**config.mk**
```make
export PLATFORM = sky130hd
export DESIGN_NAME = spi_slave_receiver
export DESIGN_NICKNAME = d
export VERILOG_FILES = /design/src/rtl/spi_slave_receiver.sv
export SDC_FILE = /design/constraint.sdc
export NUM_CORES = 1
export LEC_CHECK = 0
export ABC_AREA = 0
export BUFFER_PORTS_ARGS = -buffer_cell sky130_fd_sc_hd__buf_2
export CORE_ASPECT_RATIO = 0.6
export CORE_MARGIN = 3
export CORE_UTILIZATION = 57
export CTS_CLUSTER_SIZE = 16
export DETAILED_ROUTE_END_ITERATION = 8
export HOLD_SLACK_MARGIN = 0.12
export PLACE_DENSITY_LB_ADDON = 0.08
export REMOVE_ABC_BUFFERS = 1
export SETUP_SLACK_MARGIN = 0.02
export SLEW_MARGIN = 15
export SYNTH_ARGS = -nofsm -noshare
export SYNTH_HDL_FRONTEND = slang
export SYNTH_SLANG_ARGS = --single-unit
```
**constraint.sdc**
```tcl
create_clock -name clk_in -period 3.2 [get_ports clk_in]
set_input_delay 0.64 -clock clk_in [delete_from_list [all_inputs] [get_ports clk_in]]
set_output_delay 0.64 -clock clk_in [all_outputs]
set_load 0.1 [all_outputs]
```
**src/rtl/spi_slave_receiver.sv**
```systemverilog
// SPI mode-0 target: oversamples SCLK/CS_N/MOSI/DC, deserialises MSB-first words, returns TX words on MISO.
// Word to rx_valid_out is SYNC_STAGES+2 clk_in cycles; a word arriving while one is still held is dropped with an overrun pulse.
module spi_slave_receiver #(
    parameter int WIDTH       = 8,
    parameter int SYNC_STAGES = 2
) (
    input  logic             clk_in,
    input  logic             reset_in,
    input  logic             sclk_in,
    input  logic             cs_n_in,
    input  logic             mosi_in,
    input  logic             dc_in,
    output logic             miso_out,
    output logic [WIDTH-1:0] rx_data_out,
    output logic             rx_dc_out,
    output logic             rx_valid_out,
    input  logic             rx_ready_in,
    output logic             rx_overrun_out,
    output logic             frame_error_out,
    input  logic [WIDTH-1:0] tx_data_in,
    input  logic             tx_load_in
);
    localparam int CW = $clog2(WIDTH + 1);

    logic [SYNC_STAGES-1:0] sclk_sync, cs_n_sync, mosi_sync, dc_sync;
    logic sclk_s, cs_n_s, mosi_s, dc_s;
    logic sclk_d, cs_n_d;

    // Registered edge/level stage: every decision below sees one aligned snapshot.
    logic sclk_rise, sclk_fall, cs_fall, cs_rise, cs_n_q, mosi_q, dc_q;

    logic [CW-1:0]    bit_cnt;
    logic [WIDTH-1:0] rx_shift;
    logic [WIDTH-1:0] tx_hold;
    logic [WIDTH-1:0] tx_shift;
    logic             reload_pending;

    logic             in_frame;
    logic             word_done;
    logic [WIDTH-1:0] new_word;

    assign sclk_s = sclk_sync[SYNC_STAGES-1];
    assign cs_n_s = cs_n_sync[SYNC_STAGES-1];
    assign mosi_s = mosi_sync[SYNC_STAGES-1];
    assign dc_s   = dc_sync[SYNC_STAGES-1];

    always_ff @(posedge clk_in or posedge reset_in) begin
        if (reset_in) begin
            sclk_sync <= '0;
            cs_n_sync <= '1;
            mosi_sync <= '0;
            dc_sync   <= '0;
            sclk_d    <= 1'b0;
            cs_n_d    <= 1'b1;
            sclk_rise <= 1'b0;
            sclk_fall <= 1'b0;
            cs_fall   <= 1'b0;
            cs_rise   <= 1'b0;
            cs_n_q    <= 1'b1;
            mosi_q    <= 1'b0;
            dc_q      <= 1'b0;
        end else begin
            sclk_sync <= {sclk_sync[SYNC_STAGES-2:0], sclk_in};
            cs_n_sync <= {cs_n_sync[SYNC_STAGES-2:0], cs_n_in};
            mosi_sync <= {mosi_sync[SYNC_STAGES-2:0], mosi_in};
            dc_sync   <= {dc_sync[SYNC_STAGES-2:0], dc_in};
            sclk_d    <= sclk_s;
            cs_n_d    <= cs_n_s;
            sclk_rise <= sclk_s & ~sclk_d;
            sclk_fall <= ~sclk_s & sclk_d;
            cs_fall   <= ~cs_n_s & cs_n_d;
            cs_rise   <= cs_n_s & ~cs_n_d;
            cs_n_q    <= cs_n_s;
            mosi_q    <= mosi_s;
            dc_q      <= dc_s;
        end
    end

    // A cs_n rise coinciding with an SCLK rise already has cs_n_q high, so the edge is ignored.
    assign in_frame  = ~cs_n_q;
    assign word_done = in_frame && !cs_fall && sclk_rise && (bit_cnt == CW'(WIDTH - 1));
    assign new_word  = {rx_shift[WIDTH-2:0], mosi_q};

    always_ff @(posedge clk_in or posedge reset_in) begin
        if (reset_in) begin
            bit_cnt  <= '0;
            rx_shift <= '0;
        end else if (!in_frame || cs_fall) begin
            bit_cnt <= '0;
        end else if (sclk_rise) begin
            rx_shift <= new_word;
            bit_cnt  <= word_done ? '0 : bit_cnt + 1'b1;
        end
    end

    always_ff @(posedge clk_in or posedge reset_in) begin
        if (reset_in) begin
            rx_data_out     <= '0;
            rx_dc_out       <= 1'b0;
            rx_valid_out    <= 1'b0;
            rx_overrun_out  <= 1'b0;
            frame_error_out <= 1'b0;
        end else begin
            rx_overrun_out  <= 1'b0;
            frame_error_out <= cs_rise && (bit_cnt != '0);
            if (word_done) begin
                if (!rx_valid_out || rx_ready_in) begin
                    rx_data_out  <= new_word;
                    rx_dc_out    <= dc_q;
                    rx_valid_out <= 1'b1;
                end else begin
                    rx_overrun_out <= 1'b1;
                end
            end else if (rx_valid_out && rx_ready_in) begin
                rx_valid_out <= 1'b0;
            end
        end
    end

    always_ff @(posedge clk_in or posedge reset_in) begin
        if (reset_in) begin
            tx_hold <= '0;
        end else if (tx_load_in) begin
            tx_hold <= tx_data_in;
        end
    end

    // The falling edge after a completed word starts the next TX word instead of shifting.
    always_ff @(posedge clk_in or posedge reset_in) begin
        if (reset_in) begin
            tx_shift       <= '0;
            reload_pending <= 1'b0;
        end else if (cs_fall) begin
            tx_shift       <= tx_hold;
            reload_pending <= 1'b0;
        end else if (in_frame) begin
            if (word_done) begin
                reload_pending <= 1'b1;
            end else if (sclk_fall) begin
                tx_shift       <= reload_pending ? tx_hold : {tx_shift[WIDTH-2:0], 1'b0};
                reload_pending <= 1'b0;
            end
        end else begin
            reload_pending <= 1'b0;
        end
    end

    assign miso_out = in_frame ? tx_shift[WIDTH-1] : 1'b0;

endmodule

```
==> PnR_summary.wiki <==
{| class="wikitable"
! Metric !! Value
|-
| Run status || complete, no violations
|-
| Power density over cell area || 579 nW/um^2
|-
| Antenna cells || 0
|-
| Clock buffer count from CTS || 5
|-
| Final worst-path setup slack || 1310 ps
|-
| Worst hold margin || 355 ps
|-
| Maximum level of the CTS H-tree || 2
|-
| Via count of the first global-routing pass || 1,157
|-
| Starting density of the core || 63.1%
|-
| Global-route wire length before repair || 5600 microns
|-
| GR Util All Layers || 17.0%
|-
| Proportion of layout cells with a drive suffix above 1 || 49.1%
|-
| Share of async-settable or async-resettable flops after synthesis || 100%
|-
| Number of failing setup endpoints in the final timing report || 0
|-
| Warnings from Yosys || 0
|-
| Relative area change from synthesis to final layout || 12.6%
|-
| TritonCTS clock tree || done
|-
| Area of all sequential standard cells || 1410 sq um
|-
| CP required || 2560 ps
|-
| Flop and latch count out of synthesis || 56
|-
| Final routed wirelength across all metal layers || 3360 microns
|-
| Clk Latency, worst-skew pair || 310 ps
|-
| Most used flip-flop cell after synthesis || dfrtp_1
|-
| Distinct cell type count of the synthesized netlist || 26
|-
| Top Usage Layer GRT || met2
|-
| Post-Syn Area || 2170 sq um
|-
| GRT met2 Usage || 26.0%
|-
| Max-slew headroom || 57.6%
|-
| Switching share of power || 25.7%
|-
| Top cells by area in the synthesized netlist || dfrtp_1 (61%), mux2_2 (16%), mux2_4 (6.2%)
|-
| Count of nets left with antenna violations after detail routing || 0
|-
| Upper clock frequency limit || 0.528 GHz
|-
| Overall die area || 4610 sq um
|-
| Least-Margin Pin Slew || 635 ps
|-
| Clock root buffer || clkbuf_8
|-
| Endpoint kind of the worst setup timing path || primary output
|-
| Detail-routed via count per cell || 5.03
|-
| Number of cells in the design after placement || 210
|-
| Post-cts resize count || 0
|-
| Peak VDD IR || 342 uV
|-
| Largest driver fanout on the critical path || 4
|-
| Remaining global-route overflow || 0
|-
| Sum Neg Setup Slack || 0 ps
|-
| Sequential share of power || 60.2%
|-
| Placement-stage worst setup slack || 1470 ps
|-
| Clock-pin slew reported for the worst setup and hold paths after clock tree synthesis || 100 ps
|-
| Period Utilization, post-route || 59.2%
|-
| Hold buffer count at CTS || 0
|-
| Horizontal extent of the die || 85.7 microns
|-
| Static Leakage || 1.20 nW
|-
| First-pass DRT Iterations || 4
|-
| Average cell area after synthesis || 15.7 sq um
|-
| Number of cells produced by synthesis || 138
|-
| First-iteration detailed-routing DRC count || 38
|-
| Total via count after detailed routing || 1,097
|-
| Share of the yosys chip area belonging to registers || 64.7%
|-
| Max-slew violations || 0
|-
| Nets || 190
|-
| CTS sink cnt || 56
|-
| Number of design rule violations left after detail routing || 0
|-
| Final hold violation count || 0
|-
| Height of the die || 53.8 microns
|-
| Quantity of I/O buffers inserted on ports || 28
|-
| Pin count of the biggest net entering global routing || 32
|-
| Largest area contributor in the synthesized netlist || dfrtp_1
|-
| Crit start category || flip-flop
|-
| Count of flip-flops with a built-in enable after synthesis || 0
|-
| Placeable core area || 3440 sq um
|-
| Arr. time, crit path || 1250 ps
|-
| Post-CTS setup repair buffer count || 0
|-
| Area occupied by multi-input gates || 722 sq um
|-
| Setup CP Type || flip-flop to primary output
|-
| Shortest clock period the worst path allows after layout || 1890 ps
|-
| RSZ-0062 raised after global routing || false
|-
| Int Power || 1.05 mW
|-
| Max cap viols || 0
|-
| Area of all placed cells without fillers || 2450 sq um
|-
| Number of antenna violations at the first check in global routing || 0
|-
| Comb pwr share || 13.0%
|-
| Met3 usage in global routing || 5.50%
|-
| Fraction of met1 tracks used by global routing || 22.1%
|-
| Placed cell area || 2360 sq um
|-
| Final standard cell count with taps included and fillers excluded || 218
|-
| Filler Cell Count || 231
|-
| Number of I/O pins || 29
|-
| Class of the tightest hold or removal check || flip-flop to flip-flop
|-
| Switching power summed over all nets || 0.364 mW
|-
| Proportion of power drawn by the clock network || 26.8%
|-
| Maximum clock path buffer count || 2
|-
| Post-route clock skew || 7.33 ps
|-
| Routed wirelength normalized by instance count || 15.4 microns
|-
| Global placement routability congestion || 0.744
|-
| HPWL Detailed || 2450 microns
|-
| Proportion of netlist area held by the largest area contributor || 61.1%
|-
| Placement Rows || 16
|}
[worst max-delay path, stage by stage (launching register included)]
cell,delay (ps)
dfstp_2,390
nor2b_1,110
buf_2,430
[placed cells by master, fill, tap and decap left out, types with 2 or more instances in the layout]
cell type	n
mux2_2	30
dfstp_2	3
buf_4	2
ha_1	2
buf_2	28
mux2_4	9
nor2_1	6
nand2b_1	2
inv_1	4
dfrtp_1	53
nand2_1	4
a21oi_1	3
clkbuf_8	5
nor2b_1	5
[layout make-up]
| cell class | instances | share of cell area, % |
|---|---|---|
| Sequential cell | 56 | 57.4 |
| Multi-Input combinational cell | 74 | 29.5 |
| Timing Repair Buffer | 30 | 6.34 |
| Clock buffer | 6 | 2.97 |
| Tap cell | 45 | 2.30 |
| Inverter | 5 | 0.767 |
| Clock inverter | 2 | 0.665 |
[sequential cells by signal, summed over array words and instances, names as in the netlist, 2 cells and up]
| register | flops |
|---|---|
| tx_hold | 8 |
| rx_data_out | 8 |
| tx_shift | 8 |
| dc_sync | 2 |
| rx_shift | 7 |
| mosi_sync | 2 |
| bit_cnt | 4 |
| sclk_sync | 2 |
| cs_n_sync | 2 |
[worst paths after layout]
| kind | start | to | slack [ps] | depth (start not counted) |
|---|---|---|---|---|
| worst min-delay path | dc_sync[0] | dc_sync[1] | 360 | 0 |
| worst max register to register | bit_cnt[1] | tx_shift[0] | 1450 | 4 |
| worst max-delay path | cs_n_q | miso_out | 1310 | 2 |
| max in group asynchronous | reset_in | cs_n_q | 1990 | 3 |
| min in group asynchronous | reset_in | dc_sync[1] | 400 | 2 |
| worst min register to register | dc_sync[0] | dc_sync[1] | 360 | 0 |
[power groups by stage]
stage / registers [mW] / clock network, mW / logic, mW
3_3_place_gp: 0.861 / 0 / 0.175
4_1_cts: 0.854 / 0.393 / 0.187
5_1_grt: 0.864 / 0.420 / 0.203
6_report: 0.853 / 0.380 / 0.184
2_1_floorplan: 0.848 / 0 / 0.150
3_5_place_dp: 0.868 / 0 / 0.187
[cell families (layout without fill, tap and decap cells)]
| group | Yosys count | in the layout | synth area share [%] |
|---|---|---|---|
| AOI/OAI and AO/OA | 5 | 5 | 2.02 |
| xor gates and xnor gates | 1 | 1 | 0.403 |
| adders and majority gates | 2 | 2 | 1.15 |
| buffers and inverters | 8 | 43 | 2.07 |
| DFF | 56 | 56 | 64.7 |
| muxes | 40 | 40 | 22.2 |
| and+or+nand+nor | 26 | 26 | 7.43 |
[cell usage after synthesis (all sizes together) (2+ instances only)]
cell type	instances
dfrtp	53
mux2	39
nor2	7
inv	5
nor2b	5
nand2	4
a21oi	3
dfstp	3
buf	2
ha	2
nand2b	2
or2	2
[routing by layer]
layer	routed length (microns)	part of all wire (%)
met1	1690	50
met3	168	5.0
met2	1480	44
met5	0	0
met4	29	0.86
[metrics by stage]
step / total power [mW] / utilization (%)
after floorplan: 0.998 / -
after global placement: 1.04 / 68.5
after detailed placement: 1.06 / 68.5
after CTS: 1.43 / 71.0
after global routing: 1.49 / 71.0
final: 1.42 / 71.0
(Power assumes the default switching activity.)
